## src/rtl/elevator_pkg.sv

```systemverilog
// Shared types and default sizes for the elevator call panel.
package elevator_pkg;

  localparam int unsigned NUM_FLOORS = 4;
  localparam int unsigned FLOOR_W    = 2;

  localparam logic DIR_UP   = 1'b1;
  localparam logic DIR_DOWN = 1'b0;

  typedef enum logic [1:0] {
    IDLE  = 2'd0,
    SERVE = 2'd1,
    HOLD  = 2'd2,
    EMERG = 2'd3
  } state_t;

endpackage

```

## src/rtl/elevator_call_panel_if.sv

```systemverilog
// Panel <-> elevator core signal bundle; master is the call panel.
interface elevator_call_panel_if #(
  parameter int unsigned NUM_FLOORS = elevator_pkg::NUM_FLOORS,
  parameter int unsigned FLOOR_W    = elevator_pkg::FLOOR_W
);
  logic [NUM_FLOORS-1:0] btn;
  logic                  estop_btn;
  logic [FLOOR_W-1:0]    floor;
  logic                  door;
  logic [FLOOR_W-1:0]    call;
  logic                  call_valid;
  logic                  emergency;
  logic [NUM_FLOORS-1:0] pending;
  logic                  timeout;

  modport master (
    input  btn, estop_btn, floor, door,
    output call, call_valid, emergency, pending, timeout
  );

  modport slave (
    output btn, estop_btn, floor, door,
    input  call, call_valid, emergency, pending, timeout
  );
endinterface

```

## src/rtl/elevator_target_sel.sv

```systemverilog
// SCAN target picker: current floor first, then nearest ahead, then nearest behind (flip).
module elevator_target_sel #(
  parameter int unsigned NUM_FLOORS = elevator_pkg::NUM_FLOORS,
  parameter int unsigned FLOOR_W    = elevator_pkg::FLOOR_W
) (
  input  logic [NUM_FLOORS-1:0] pending,
  input  logic [FLOOR_W-1:0]    floor,
  input  logic                  sweep_up,
  output logic                  cand_valid,
  output logic [FLOOR_W-1:0]    cand_floor,
  output logic                  cand_flip
);
  import elevator_pkg::*;

  int                 fl_i;
  logic               up_found;
  logic [FLOOR_W-1:0] up_floor;
  logic               dn_found;
  logic [FLOOR_W-1:0] dn_floor;

  // Descending scan above / ascending scan below leaves the nearest hit last.
  always_comb begin
    fl_i     = int'(floor);
    up_found = 1'b0;
    up_floor = '0;
    dn_found = 1'b0;
    dn_floor = '0;
    for (int i = int'(NUM_FLOORS) - 1; i >= 0; i--) begin
      if (pending[i] && (i > fl_i)) begin
        up_found = 1'b1;
        up_floor = FLOOR_W'(i);
      end
    end
    for (int i = 0; i < int'(NUM_FLOORS); i++) begin
      if (pending[i] && (i < fl_i)) begin
        dn_found = 1'b1;
        dn_floor = FLOOR_W'(i);
      end
    end
  end

  always_comb begin
    cand_valid = 1'b0;
    cand_floor = '0;
    cand_flip  = 1'b0;
    if (fl_i < int'(NUM_FLOORS)) begin
      if (pending[floor]) begin
        cand_valid = 1'b1;
        cand_floor = floor;
      end else if (sweep_up == DIR_UP) begin
        if (up_found) begin
          cand_valid = 1'b1;
          cand_floor = up_floor;
        end else if (dn_found) begin
          cand_valid = 1'b1;
          cand_floor = dn_floor;
          cand_flip  = 1'b1;
        end
      end else begin
        if (dn_found) begin
          cand_valid = 1'b1;
          cand_floor = dn_floor;
        end else if (up_found) begin
          cand_valid = 1'b1;
          cand_floor = up_floor;
          cand_flip  = 1'b1;
        end
      end
    end
  end

endmodule

```

## src/rtl/elevator_call_panel.sv

```systemverilog
// Elevator call panel: latches floor presses, SCAN-schedules calls, drives emergency stop.
// Optional SERVE watchdog enabled by defining PANEL_TIMEOUT_EN.
module elevator_call_panel #(
  parameter int unsigned NUM_FLOORS = elevator_pkg::NUM_FLOORS,
  parameter int unsigned FLOOR_W    = elevator_pkg::FLOOR_W,
  parameter int unsigned DOOR_HOLD  = 3
`ifdef PANEL_TIMEOUT_EN
  , parameter int unsigned TIMEOUT_CYCLES = 16
`endif
) (
  input  logic                  clk,
  input  logic                  rst,
  elevator_call_panel_if.master bus
);
  import elevator_pkg::*;

  localparam int unsigned HOLD_W = (DOOR_HOLD > 2) ? $clog2(DOOR_HOLD) : 1;

  state_t                state_q, state_d;
  logic [NUM_FLOORS-1:0] btn_q, btn_d;
  logic [NUM_FLOORS-1:0] pending_q, pending_d;
  logic [FLOOR_W-1:0]    call_q, call_d;
  logic                  call_valid_q, call_valid_d;
  logic                  emergency_q, emergency_d;
  logic                  timeout_q, timeout_d;
  logic                  sweep_up_q, sweep_up_d;
  logic [HOLD_W-1:0]     hold_cnt_q, hold_cnt_d;

  logic [NUM_FLOORS-1:0] press;
  logic [NUM_FLOORS-1:0] clr;
  logic [NUM_FLOORS-1:0] drop;
  logic                  floor_ok;
  logic                  at_call;
  logic                  retarget;
  logic                  cand_valid;
  logic [FLOOR_W-1:0]    cand_floor;
  logic                  cand_flip;

`ifdef PANEL_TIMEOUT_EN
  localparam int unsigned TMO_W = (TIMEOUT_CYCLES > 2) ? $clog2(TIMEOUT_CYCLES) : 1;
  logic [TMO_W-1:0] tmo_cnt_q, tmo_cnt_d;
`endif

  elevator_target_sel #(
    .NUM_FLOORS (NUM_FLOORS),
    .FLOOR_W    (FLOOR_W)
  ) u_target_sel (
    .pending    (pending_q),
    .floor      (bus.floor),
    .sweep_up   (sweep_up_q),
    .cand_valid (cand_valid),
    .cand_floor (cand_floor),
    .cand_flip  (cand_flip)
  );

  // Press edges, door-open clears, and the retarget window.
  always_comb begin
    floor_ok = ({1'b0, bus.floor} < (FLOOR_W+1)'(NUM_FLOORS));
    press    = bus.btn & ~btn_q;
    btn_d    = bus.btn;
    clr      = '0;
    for (int i = 0; i < int'(NUM_FLOORS); i++) begin
      clr[i] = bus.door && floor_ok && (state_q != EMERG) && (bus.floor == FLOOR_W'(i));
    end
    at_call  = floor_ok && bus.door && (bus.floor == call_q);
    if (sweep_up_q == DIR_UP) begin
      retarget = cand_valid && floor_ok && (cand_floor > bus.floor) && (cand_floor < call_q);
    end else begin
      retarget = cand_valid && floor_ok && (cand_floor < bus.floor) && (cand_floor > call_q);
    end
  end

  // Next-state and registered outputs.
  always_comb begin
    state_d      = state_q;
    call_d       = call_q;
    call_valid_d = 1'b0;
    emergency_d  = 1'b0;
    timeout_d    = 1'b0;
    sweep_up_d   = sweep_up_q;
    hold_cnt_d   = hold_cnt_q;
    drop         = '0;
`ifdef PANEL_TIMEOUT_EN
    tmo_cnt_d    = tmo_cnt_q;
`endif

    case (state_q)
      IDLE: begin
        if (cand_valid) begin
          call_d       = cand_floor;
          call_valid_d = 1'b1;
          state_d      = SERVE;
          if (cand_flip) sweep_up_d = (sweep_up_q == DIR_UP) ? DIR_DOWN : DIR_UP;
`ifdef PANEL_TIMEOUT_EN
          tmo_cnt_d    = '0;
`endif
        end
      end
      SERVE: begin
        call_valid_d = 1'b1;
`ifdef PANEL_TIMEOUT_EN
        tmo_cnt_d    = tmo_cnt_q + TMO_W'(1);
`endif
        if (at_call) begin
          call_valid_d = 1'b0;
          hold_cnt_d   = HOLD_W'(DOOR_HOLD - 1);
          state_d      = HOLD;
        end else if (!pending_q[call_q]) begin
          call_valid_d = 1'b0;
          state_d      = IDLE;
`ifdef PANEL_TIMEOUT_EN
        end else if (tmo_cnt_q == TMO_W'(TIMEOUT_CYCLES - 1)) begin
          call_valid_d = 1'b0;
          timeout_d    = 1'b1;
          drop[call_q] = 1'b1;
          state_d      = IDLE;
`endif
        end else if (retarget) begin
          call_d       = cand_floor;
`ifdef PANEL_TIMEOUT_EN
          tmo_cnt_d    = '0;
`endif
        end
      end
      HOLD: begin
        if (hold_cnt_q == '0) state_d = IDLE;
        else                  hold_cnt_d = hold_cnt_q - HOLD_W'(1);
      end
      EMERG: begin
        emergency_d = 1'b1;
        if (!bus.estop_btn) begin
          emergency_d = 1'b0;
          state_d     = IDLE;
        end
      end
      default: state_d = IDLE;
    endcase

    // Emergency stop overrides everything; call and sweep are frozen.
    if (bus.estop_btn) begin
      state_d      = EMERG;
      emergency_d  = 1'b1;
      call_valid_d = 1'b0;
      timeout_d    = 1'b0;
      call_d       = call_q;
      sweep_up_d   = sweep_up_q;
      drop         = '0;
    end

    pending_d = (pending_q | press) & ~clr & ~drop;
  end

  always_ff @(posedge clk or posedge rst) begin
    if (rst) begin
      state_q      <= IDLE;
      btn_q        <= '0;
      pending_q    <= '0;
      call_q       <= '0;
      call_valid_q <= 1'b0;
      emergency_q  <= 1'b0;
      timeout_q    <= 1'b0;
      sweep_up_q   <= DIR_UP;
      hold_cnt_q   <= '0;
    end else begin
      state_q      <= state_d;
      btn_q        <= btn_d;
      pending_q    <= pending_d;
      call_q       <= call_d;
      call_valid_q <= call_valid_d;
      emergency_q  <= emergency_d;
      timeout_q    <= timeout_d;
      sweep_up_q   <= sweep_up_d;
      hold_cnt_q   <= hold_cnt_d;
    end
  end

`ifdef PANEL_TIMEOUT_EN
  always_ff @(posedge clk or posedge rst) begin
    if (rst) tmo_cnt_q <= '0;
    else     tmo_cnt_q <= tmo_cnt_d;
  end
`endif

  assign bus.call       = call_q;
  assign bus.call_valid = call_valid_q;
  assign bus.emergency  = emergency_q;
  assign bus.pending    = pending_q;
  assign bus.timeout    = timeout_q;

endmodule

```

## src/flat_wrapper.sv

```systemverilog
// flat-port wrapper written by rule: the top's interface ports become plain ports
module elevator_call_panel_flat import elevator_pkg::*;
#(
  parameter int unsigned NUM_FLOORS = elevator_pkg::NUM_FLOORS,
  parameter int unsigned FLOOR_W    = elevator_pkg::FLOOR_W,
  parameter int unsigned DOOR_HOLD  = 3

)
  (clk, rst, bus_btn, bus_estop_btn, bus_floor, bus_door, bus_call, bus_call_valid, bus_emergency, bus_pending, bus_timeout);
  elevator_call_panel_if #(.NUM_FLOORS(NUM_FLOORS), .FLOOR_W(FLOOR_W)) bus_i ();
  input  logic clk;
  input  logic rst;
  input wire logic [$bits(bus_i.btn)-1:0] bus_btn;
  input wire logic [$bits(bus_i.estop_btn)-1:0] bus_estop_btn;
  input wire logic [$bits(bus_i.floor)-1:0] bus_floor;
  input wire logic [$bits(bus_i.door)-1:0] bus_door;
  output wire logic [$bits(bus_i.call)-1:0] bus_call;
  output wire logic [$bits(bus_i.call_valid)-1:0] bus_call_valid;
  output wire logic [$bits(bus_i.emergency)-1:0] bus_emergency;
  output wire logic [$bits(bus_i.pending)-1:0] bus_pending;
  output wire logic [$bits(bus_i.timeout)-1:0] bus_timeout;
  assign bus_i.btn = bus_btn;
  assign bus_i.estop_btn = bus_estop_btn;
  assign bus_i.floor = bus_floor;
  assign bus_i.door = bus_door;
  assign bus_call = bus_i.call;
  assign bus_call_valid = bus_i.call_valid;
  assign bus_emergency = bus_i.emergency;
  assign bus_pending = bus_i.pending;
  assign bus_timeout = bus_i.timeout;
  elevator_call_panel #(.NUM_FLOORS(NUM_FLOORS), .FLOOR_W(FLOOR_W), .DOOR_HOLD(DOOR_HOLD)) u_core (.clk(clk), .rst(rst), .bus(bus_i));
endmodule
```

## config.mk

```make
export PLATFORM = sky130hd
export DESIGN_NAME = elevator_call_panel_flat
export DESIGN_NICKNAME = d
export VERILOG_FILES = /design/src/rtl/elevator_pkg.sv /design/src/rtl/elevator_call_panel_if.sv /design/src/rtl/elevator_target_sel.sv /design/src/rtl/elevator_call_panel.sv /design/src/flat_wrapper.sv
export SDC_FILE = /design/constraint.sdc
export NUM_CORES = 1
export LEC_CHECK = 0
export CORE_MARGIN = 2
export CORE_UTILIZATION = 46
export CTS_CLUSTER_SIZE = 14
export DETAILED_ROUTE_END_ITERATION = 7
export GPL_ROUTABILITY_DRIVEN = 0
export PLACE_DENSITY = 0.85
export SLEW_MARGIN = 20
export SYNTH_ARGS = -nofsm -noshare
export SYNTH_HDL_FRONTEND = slang
export SYNTH_HIERARCHICAL = 1
export SYNTH_SLANG_ARGS = --single-unit
```

## constraint.sdc

```tcl
create_clock -name clk -period 2.3 [get_ports clk]
set_clock_uncertainty 0.1 [all_clocks]
set_input_delay 0.69 -clock clk [delete_from_list [all_inputs] [get_ports clk]]
set_output_delay 0.69 -clock clk [all_outputs]
set_load 0.02 [all_outputs]
```

==> reports/results.ini <==
[clock_tree]
clk_pin_slew_ps = 100
cts_max_level = 1
cts_tree = done
clock-sinks = 17
insertion_delay_ps = 290
numCtsBuffers = 3
root_buffer = clkbuf_4
cts_buffer_depth = 2

[sta]
relSlewSlack_pct = 56.2
fin_hold_ws_ps = 414
grt_setup_unrepaired = true
slew_violations = 0
worst_slack_ps = -268
setup_viol = 5
fmax_mhz = 389
period_needed_ps = 2570
hold_viol_final = 0
post-route-period-util_pct = 112
worst_pin_slew_ps = 656

[die]
initial_core_util_pct = 49.3
core_um2 = 2230
die-area_um2 = 2800
die-height_um = 52.9
die_w_um = 52.9
ios = 19
num_rows = 17

[setup_path]
critPathTopFamily = compound AO/OA/AOI/OAI gates
ff2ff_path_depth = 10
path_depth = 11
r2r_end = u_core/bus.call[1]$_DFFE_PP0P_
path_cells = buf_8 -> buf_4 -> o21ai_2 -> o31ai_2 -> a21oi_2 -> ha_1 -> nor2b_4 -> a2111o_1 -> mux2i_4 -> a211o_1 -> nand3_1
cp-start-kind = primary input
r2r-start = u_core/sweep_up_q$_DFFE_PP1P_
cp-endpoint = u_core/bus.call[1]$_DFFE_PP0P_
slowest_stage = a2111o_1
required_ps = 2380
critPathBufInv = 2
crit_type = in2reg
startpoint = bus_floor[1]
cp.arrival_ps = 2650
cp-end-kind = register
timing.reg2reg.setup_slack_ps = -250
crit_fanout = 4
max_stage_delay_ps = 410

[grt]
grt_use_met3_pct = 5.37
met1_usage_pct = 30.1
grt_pass1_wl_um = 5290
grt_pass1_vias = 1211
top_usage_layer = met2
grt_max_degree = 18
grt_usage_pct = 26.5
grt_use_met2_pct = 44.4
antenna_found_initial = 0
grt-ovfl-total = 0

[min_path]
holdCritPathClass = reg2reg

[finish]
syn2layout_area_growth_pct = 51.9
insertedDiodeCount = 0
fin_cells = 200
post-route-cell-area_um2 = 1670
final_nets = 188
final_layout_size_suffix_gt1_share_pct = 34.3

[yosys]
ys_ff_latch = 17
synth_cell_types = 40
yosys.area_share.simple_pct = 18.6
synth_mux_area_share_pct = 6.59
synthFlopType = dfrtp_1
seq_area_frac_synth_pct = 38.8
syn_area_um2 = 1100
synth_compound_area_share_pct = 20.7
synth-edff-count = 0
avgSynthCellArea_um2 = 8.95
ys_warn_count = 6
ys_async_sr_fraction_pct = 100
synth_xor_area_share_pct = 2.39
syn_nets = 138
synth_fa_ha_area_share_pct = 5.68
synth_top_family_by_area = compound AO/OA/AOI/OAI gates
syn_inst = 123

[routing]
first_pass_iters = 4
vias = 1130
wirelength_um = 3330
drtIter0Drc = 23
ant_nets = 0
via_per_inst = 5.65
route.detailed.drc = 0
routedWlPerCell_um = 16.6

[placed_design]
place_inst = 186
post-dp-hpwl_um = 2220
dp_slack_ps = -1130
portBuffers = 17
placement.cell_area_um2 = 1470

[power_and_ir_drop]
ir_drop_v = 0.000611
powerDensity_nw_per_um2 = 851
power.total_mw = 1.42
p_leak_nw = 0.762

[outcome]
status = finished with violations
violations = negative setup slack

[job]
max_cap_violations = 0

==> cell type report <==
class                           count  area (µm²)
Multi-Input combinational cell     87         679
Timing Repair Buffer               49         440
Inverter                           15        56.3
Sequential cell                    17         432
Clock buffer                        3        22.5
Tap cell                           28        35.0
Fill cell                         163         561
Clock inverter                      1        7.51
==> state kept, by name (all words and copies together) (netlist names) <==
| signal | flops |
|---|---|
| u_core/btn_q | 4 |
| u_core/bus.call | 2 |
| u_core/bus.call_valid | 1 |
| u_core/bus.emergency | 1 |
| u_core/bus.pending | 4 |
| u_core/hold_cnt_q | 2 |
| u_core/state_q | 2 |
| u_core/sweep_up_q | 1 |
==> cell usage in the layout (no fill, tap or decap), drive strengths merged, types with 3 or more instances in the layout <==
cell type      synthesis  final
nand2                  7      7
ha                     5      5
inv                   15     15
nor2b                  5      5
dfrtp                 16     16
a31oi                  5      5
clkbuf                 2      3
o21ai                  5      5
nand3                  5      5
clkdlybuf4s50          0     13
xnor2                  3      3
buf                    2     34
and3                   3      3
a21oi                 14     14
nand2b                 4      4
nor2                   7      7
==> stage by stage <==
stage,setup TNS [ps],utilization [%]
3_5_place_dp,-4830,65.9
5_1_grt,-922,74.9
4_1_cts,-550,72.8
6_report,-638,74.9
3_3_place_gp,-4270,65.9
2_1_floorplan,-742,-
==> cell usage after synthesis, types with 2 or more instances <==
| cell | instances | area (µm²) |
|---|---|---|
| a211o_1 | 2 | 17.5 |
| a21oi_1 | 14 | 70.1 |
| a31oi_1 | 5 | 31.3 |
| and3_1 | 2 | 12.5 |
| clkbuf_1 | 2 | 7.51 |
| dfrtp_1 | 16 | 400 |
| ha_1 | 5 | 62.6 |
| inv_1 | 15 | 56.3 |
| nand2_1 | 7 | 26.3 |
| nand2b_1 | 4 | 25.0 |
| nand3_1 | 5 | 25.0 |
| nand4_1 | 2 | 12.5 |
| nor2_1 | 7 | 26.3 |
| nor2b_1 | 4 | 25.0 |
| nor3_1 | 2 | 10.0 |
| o21a_1 | 2 | 15.0 |
| o21ai_0 | 3 | 15.0 |
| o21ai_1 | 2 | 10.0 |
| xnor2_1 | 3 | 26.3 |
==> worst min path at each step <==
stage                                startpoint                                to  slack [ps]  cells after the start
2_1_floorplan  u_core/hold_cnt_q[1]$_DFFE_PP0P_  u_core/hold_cnt_q[1]$_DFFE_PP0P_         360                      1
3_3_place_gp   u_core/hold_cnt_q[1]$_DFFE_PP0P_  u_core/hold_cnt_q[1]$_DFFE_PP0P_         380                      1
3_5_place_dp   u_core/hold_cnt_q[1]$_DFFE_PP0P_  u_core/hold_cnt_q[1]$_DFFE_PP0P_         400                      1
4_1_cts        u_core/hold_cnt_q[1]$_DFFE_PP0P_  u_core/hold_cnt_q[1]$_DFFE_PP0P_         420                      1
5_1_grt        u_core/hold_cnt_q[1]$_DFFE_PP0P_  u_core/hold_cnt_q[1]$_DFFE_PP0P_         430                      1
6_report       u_core/hold_cnt_q[1]$_DFFE_PP0P_  u_core/hold_cnt_q[1]$_DFFE_PP0P_         410                      1
==> repair_timing <==
| item | 4_1_cts | 5_1_grt |
|---|---|---|
| setup endpoints to repair | 7 | 8 |
| hold buffers | 0 | 0 |
| resized for setup | 27 | 9 |
| pin swaps | 10 | 9 |
| buffers inserted | 8 | 2 |
==> metal layers <==
| metal | vias to the layer above | routed length [µm] |
|---|---|---|
| met2 | 41 | 1650 |
| met5 | - | 0 |
| met4 | 0 | 139 |
| met1 | 539 | 1390 |
| met3 | 16 | 154 |
| li1 | 534 | - |
==> cells by family (layout without fill, tap and decap cells) <==
logic type,count (synthesis),count (layout)
AO/OA/AOI/OAI,36,36
XOR/XNOR,3,3
adder cells (fa/ha/maj),5,5
buffers and inverters,19,68
flip-flops,17,17
multiplexers,4,4
other,1,1
AND/OR/NAND/NOR,38,38
==> where the power goes <==
part | internal, mW | switching [mW] | total, mW
Clock | 0.0661 | 0.101 | 0.167
Sequential | 0.372 | 0.104 | 0.476
Combinational | 0.413 | 0.368 | 0.781
Total | 0.851 | 0.572 | 1.42
Power figures use the tool's default switching activity.
